===== config.mk =====
export PLATFORM = sky130hd
export DESIGN_NAME = md_unit
export DESIGN_NICKNAME = d
export VERILOG_FILES = /design/src/rtl/md_pkg.sv /design/src/rtl/md_divider.sv /design/src/rtl/md_unit.sv
export SDC_FILE = /design/constraint.sdc
export NUM_CORES = 2
export LEC_CHECK = 0
export BUFFER_PORTS_ARGS = -buffer_cell sky130_fd_sc_hd__buf_2
export CORE_ASPECT_RATIO = 1.25
export CORE_MARGIN = 2
export CORE_UTILIZATION = 40
export CTS_CLUSTER_SIZE = 28
export DETAILED_ROUTE_END_ITERATION = 8
export GPL_TIMING_DRIVEN = 0
export PLACE_DENSITY = 0.58
export REMOVE_ABC_BUFFERS = 1
export SETUP_SLACK_MARGIN = 0.2
export SYNTH_ARGS = -nofsm -noshare
export SYNTH_HDL_FRONTEND = slang
export SYNTH_HIERARCHICAL = 1
export SYNTH_SLANG_ARGS = --single-unit

===== constraint.sdc =====
create_clock -name clk -period 12.3 [get_ports clk]
set_input_delay 0.615 -clock clk [delete_from_list [all_inputs] [get_ports clk]]
set_output_delay 0.615 -clock clk [all_outputs]
set_load 0.02 [all_outputs]

===== src/rtl/md_pkg.sv =====
// Shared types and constants for the multiply/divide unit.
package md_pkg;

  localparam int unsigned XLEN       = 32;
  localparam int unsigned MUL_CYCLES = 4;
  localparam int unsigned DIV_ITERS  = 32;
  localparam int unsigned CNT_W      = 5;

  typedef enum logic [2:0] {
    MD_NONE = 3'b000,
    MD_MULT = 3'b001,
    MD_DIV  = 3'b010,
    MD_MTHI = 3'b011,
    MD_MTLO = 3'b100
  } md_func_e;

  typedef enum logic [1:0] {
    S_IDLE   = 2'b00,
    S_MUL    = 2'b01,
    S_DIV    = 2'b10,
    S_DIVFIX = 2'b11
  } md_state_e;

endpackage


===== src/rtl/md_divider.sv =====
// Unsigned restoring divider: one quotient bit per clock, MSB first.
module md_divider
  import md_pkg::*;
(
  input  logic            clk,
  input  logic            rst,
  input  logic            start,
  input  logic [XLEN-1:0] dividend,
  input  logic [XLEN-1:0] divisor,
  output logic [XLEN-1:0] quotient,
  output logic [XLEN-1:0] remainder,
  output logic            done
);

  localparam int unsigned ITER_W = $clog2(DIV_ITERS + 1);

  logic [XLEN-1:0]   rem;
  logic [XLEN-1:0]   quo;
  logic [XLEN-1:0]   dvs;
  logic [ITER_W-1:0] cnt;
  logic [XLEN:0]     trial;
  logic [XLEN:0]     diff;

  // Shift in the next dividend bit and trial-subtract the divisor.
  always_comb begin
    trial = {rem, quo[XLEN-1]};
    diff  = trial - {1'b0, dvs};
  end

  // Iteration registers; a zero divisor skips the iterations entirely.
  always_ff @(posedge clk or posedge rst) begin
    if (rst) begin
      rem  <= '0;
      quo  <= '0;
      dvs  <= '0;
      cnt  <= '0;
      done <= 1'b0;
    end else if (start) begin
      rem  <= '0;
      quo  <= dividend;
      dvs  <= divisor;
      cnt  <= (divisor == '0) ? '0 : ITER_W'(DIV_ITERS);
      done <= (divisor == '0);
    end else if (cnt != '0) begin
      if (!diff[XLEN]) begin
        rem <= diff[XLEN-1:0];
        quo <= {quo[XLEN-2:0], 1'b1};
      end else begin
        rem <= trial[XLEN-1:0];
        quo <= {quo[XLEN-2:0], 1'b0};
      end
      cnt  <= cnt - ITER_W'(1);
      done <= (cnt == ITER_W'(1));
    end
  end

  assign quotient  = quo;
  assign remainder = rem;

endmodule


===== src/rtl/md_unit.sv =====
// HI/LO multiply/divide unit: fixed-latency MULT, iterative DIV, MTHI/MTLO.
module md_unit
  import md_pkg::*;
(
  input  logic            clk,
  input  logic            rst,
  input  logic            md_start,
  input  logic [2:0]      md_func,
  input  logic            md_sign,
  input  logic            ex_flush,
  input  logic [XLEN-1:0] rs_val,
  input  logic [XLEN-1:0] rt_val,
  output logic            busy,
  output logic            md_done,
  output logic [XLEN-1:0] hi,
  output logic [XLEN-1:0] lo
);

  md_state_e        state;
  md_state_e        state_next;
  md_func_e         func;
  logic [CNT_W-1:0] cnt;
  logic [XLEN-1:0]  op_a;
  logic [XLEN-1:0]  op_b;
  logic             sign_r;
  logic             neg_q;
  logic             neg_r;
  logic             div_zero;
  logic             accept_c;
  logic             mul_wr_c;
  logic             div_wr_c;
  logic             div_start_c;
  logic [XLEN-1:0]  mag_a_c;
  logic [XLEN-1:0]  mag_b_c;
  logic [2*XLEN-1:0] ext_a;
  logic [2*XLEN-1:0] ext_b;
  logic [2*XLEN-1:0] product;
  logic [XLEN-1:0]  div_q;
  logic [XLEN-1:0]  div_r;
  logic             div_done;

  assign func = md_func_e'(md_func);

  // State register; busy mirrors the registered state.
  always_ff @(posedge clk or posedge rst) begin
    if (rst) begin
      state <= S_IDLE;
      busy  <= 1'b0;
    end else begin
      state <= state_next;
      busy  <= (state_next != S_IDLE);
    end
  end

  // Accept decode and next-state logic.
  always_comb begin
    state_next  = state;
    accept_c    = 1'b0;
    mul_wr_c    = 1'b0;
    div_wr_c    = 1'b0;
    div_start_c = 1'b0;
    case (state)
      S_IDLE: begin
        if (md_start && !ex_flush) begin
          case (func)
            MD_MULT: begin accept_c = 1'b1; state_next = S_MUL; end
            MD_DIV:  begin accept_c = 1'b1; div_start_c = 1'b1; state_next = S_DIV; end
            MD_MTHI, MD_MTLO: accept_c = 1'b1;
            default: accept_c = 1'b0;
          endcase
        end
      end
      S_MUL: begin
        if (cnt == '0) begin
          mul_wr_c   = 1'b1;
          state_next = S_IDLE;
        end
      end
      S_DIV: begin
        if (cnt == '0) state_next = S_DIVFIX;
      end
      S_DIVFIX: begin
        div_wr_c   = div_done;
        state_next = S_IDLE;
      end
      default: state_next = S_IDLE;
    endcase
  end

  // Operand magnitudes for the divider and extended operands for the product.
  always_comb begin
    mag_a_c = (md_sign && rs_val[XLEN-1]) ? -rs_val : rs_val;
    mag_b_c = (md_sign && rt_val[XLEN-1]) ? -rt_val : rt_val;
    ext_a   = sign_r ? {{XLEN{op_a[XLEN-1]}}, op_a} : {{XLEN{1'b0}}, op_a};
    ext_b   = sign_r ? {{XLEN{op_b[XLEN-1]}}, op_b} : {{XLEN{1'b0}}, op_b};
    product = ext_a * ext_b;
  end

  // Operand latches, sequencing counter and HI/LO write-back.
  always_ff @(posedge clk or posedge rst) begin
    if (rst) begin
      cnt      <= '0;
      op_a     <= '0;
      op_b     <= '0;
      sign_r   <= 1'b0;
      neg_q    <= 1'b0;
      neg_r    <= 1'b0;
      div_zero <= 1'b0;
      hi       <= '0;
      lo       <= '0;
      md_done  <= 1'b0;
    end else begin
      md_done <= mul_wr_c | div_wr_c;
      if (accept_c) begin
        case (func)
          MD_MTHI: hi <= rs_val;
          MD_MTLO: lo <= rs_val;
          MD_MULT: begin
            op_a   <= rs_val;
            op_b   <= rt_val;
            sign_r <= md_sign;
            cnt    <= CNT_W'(MUL_CYCLES - 1);
          end
          MD_DIV: begin
            op_a     <= rs_val;
            neg_q    <= md_sign & (rs_val[XLEN-1] ^ rt_val[XLEN-1]);
            neg_r    <= md_sign & rs_val[XLEN-1];
            div_zero <= (rt_val == '0);
            cnt      <= CNT_W'(DIV_ITERS - 1);
          end
          default: ;
        endcase
      end else if (state != S_IDLE && cnt != '0) begin
        cnt <= cnt - CNT_W'(1);
      end
      if (mul_wr_c) begin
        hi <= product[2*XLEN-1:XLEN];
        lo <= product[XLEN-1:0];
      end
      if (div_wr_c) begin
        if (div_zero) begin
          hi <= op_a;
          lo <= '1;
        end else begin
          hi <= neg_r ? -div_r : div_r;
          lo <= neg_q ? -div_q : div_q;
        end
      end
    end
  end

  md_divider u_divider (
    .clk       (clk),
    .rst       (rst),
    .start     (div_start_c),
    .dividend  (mag_a_c),
    .divisor   (mag_b_c),
    .quotient  (div_q),
    .remainder (div_r),
    .done      (div_done)
  );

endmodule


==> run summary <==
Status = finished clean
Setup total negative slack = 0 ns
Critical path peak fanout = 24
First-pass GRT wire length = 302000 microns
Final Critical Period = 11.38 ns
Fill cell count = 15600
Die H = 449 microns
Max-cap violations = 0
Detailed placement HPWL = 159000 microns
CTS H-tree lvls = 1
Routed len/inst = 21.5 microns
Clk_skew = 0.0119 ns
Post-route ant nets = 0
Syn-to-layout area delta = 6.22%
Syn Area/Cell = 9.10 sq um
DR pass1 iterations = 6
Final hold violation count = 0
Count leader, synth = inv_1
Most used cell along the critical path = fa_1
Number of global-route vias before repair = 50900
All-Layer GR Usage = 0.243
Ys Warns = 6
Arr. time, crit path = 11.83 ns
Reg2reg start = sign_r$_DFFE_PP0P_
CTS tree = yes
Share of layout cells above drive strength 1 = 0.0538
Die Wd = 360 microns
Detailed-route via count = 47000
Crit start category = flip-flop
DR iter-0 viols = 3310
Least-Margin Pin Slew = 1.49 ns
Final Slew Violations = 0
Core footprint = 0.158 sq mm
Clock sink total = 244
Worst-Skew Late Latency = 0.58 ns
Yosys cell types = 89
Port bufs = 137
Synthesized cell area = 0.0634 sq mm
Global route total overflow = 0
Final GP Congestion = 0.920
Routed vias/inst = 5.28
Top-area cell type share of the netlist area = 0.449
CP peak stage delay = 0.87 ns
Synth area leader = fa_1
Main synth FF type = dfrtp_1
Seq/Total Area, Yosys = 0.0964
CTS root buffer = clkbuf_16
Post-synth top cells = inv_1 (1596), fa_1 (1420), nand2_1 (931), and2_1 (577), ha_1 (347)
Yosys reg bits = 244
Row count = 163
Slew HR = 0.00976
Asr flop ratio synth = 1.00
Achievable Freq = 87.9 MHz
CTS Buffer Depth = 3
CP Capture Type = flip-flop
Routed WL = 192000 microns
Syn Inst Count = 6960
Die area = 0.162 sq mm
DRC = 0
Crit path from = sign_r$_DFFE_PP0P_
# nets final = 8656
Initial core utilization = 0.402
RSZ-0062 raised after global routing = no
Post-synth EDFFs = 0
Slowest-stage cell, CP = dfrtp_2
# IOs = 138
Setup Viol. Count Final = 0
CTS Buf Count = 29
CTS clk-pin slew, worst paths = 0.06 ns
Hold-fix buffers, CTS = 0
CP required = 12.75 ns
Initial antenna violation count = 23
Period utilization = 0.925
Top cells by area, synth = fa_1 (45%), dfrtp_1 (9.6%), inv_1 (9.5%)
Pin count of the biggest net entering global routing = 87
HP Class = input port to asynchronous set/reset pin
Critical path start-end classification = flip-flop to flip-flop
==> per-stage QoR <==
stage / cells / hold slack, ns / worst slack, ns / cell area (sq um) / util
after CTS: 8902 / 0.0914 / 0.549 / 67300 / 0.427
after global placement: 8804 / 0.454 / -0.203 / 65200 / 0.414
after floorplan: 6605 / 0.440 / 2.55 / 62000 / -
after detailed placement: 8848 / 0.462 / 0.206 / 66300 / 0.420
final: 8913 / 0.0697 / 0.925 / 67300 / 0.427
after global routing: 8910 / 0.114 / 0.352 / 67300 / 0.427
==> repair_timing <==
action,in CTS,in global routing
buffers inserted,0,0
endpoints found under the hold margin,0,0
setup endpoints to repair,1,3
gates resized for setup,1,2
pin swaps,0,0
==> sequential cells by signal (all words and copies together), names as in the netlist, 5 cells and up <==
name / flops
hi: 32
lo: 32
op_a: 32
op_b: 32
u_divider/dvs: 32
u_divider/quotient: 32
u_divider/remainder: 32
u_divider/cnt: 6
cnt: 5
==> area by class of cell <==
class / count / area, sq um / area share
Inverter: 1596 / 6000 / 0.0892
Sequential cell: 244 / 6180 / 0.0918
Clock buffer: 45 / 896 / 0.0133
Clock inverter: 9 / 78.8 / 0.00117
Multi-Input combinational cell: 4765 / 50000 / 0.742
Timing Repair Buffer: 181 / 1580 / 0.0235
Tap cell: 2062 / 2580 / 0.0383
Antenna cell: 11 / 27.5 / 0.000409
==> placed cells by master, fill, tap and decap left out, drive strengths merged, types with 16 or more instances in the layout <==
cell    count
mux2i      43
nand3      43
nor4       22
o21ai     251
ha        347
mux2       34
a21o       45
nand2     931
nor3       33
o41ai      16
xor2       91
and2      577
and3       28
buf       181
nor2      134
xnor2     170
nand2b     21
clkbuf     45
inv      1597
nand4      43
o22ai      34
a21oi     175
o31ai      35
a31oi      29
or3        16
o211ai     51
fa       1420
dfrtp     244
==> routing by layer <==
metal / GRT usage / up-vias / share of wire
met5: 0 / - / 0.000057
met4: 0.0911 / 2 / 0.045
met2: 0.434 / 1386 / 0.51
li1: - / 20600 / -
met1: 0.309 / 24600 / 0.40
met3: 0.0172 / 373 / 0.046
==> worst paths after layout <==
kind                                         to  slack [ns]  cells after the start
setup / recovery             hi[29]$_DFFE_PP0P_        0.92                     28
hold / removal             op_b[16]$_DFFE_PP0P_        0.07                      2
setup reg to reg             hi[29]$_DFFE_PP0P_        0.92                     28
hold reg to reg              cnt[0]$_DFFE_PP0P_        0.46                      1
max in group asynchronous  op_a[12]$_DFFE_PP0P_       11.36                      3
min in group clk           op_b[15]$_DFFE_PP0P_        0.29                      3
==> kinds of logic after synthesis <==
kind of cell,count (synthesis),synth area share
xor gates and xnor gates,261,0.0361
AOI/OAI and AO/OA,757,0.0750
adders and majority gates,1770,0.518
buffers and inverters,1951,0.116
muxes,77,0.0128
DFF,244,0.0964
and+or+nand+nor,1900,0.146
==> critical path: cells and delay by family, from the launching register on <==
family | cells | cell delay, ns
DFF | 1 | 0.87
xor gates and xnor gates | 1 | 0.40
adders and majority gates | 11 | 6.14
AOI/OAI and AO/OA | 9 | 2.18
buffers and inverters | 5 | 0.60
and+or+nand+nor | 2 | 1.00
Power is not shown: default switching activity piles up to over one toggle a cycle in this logic, so the estimate is an artifact.
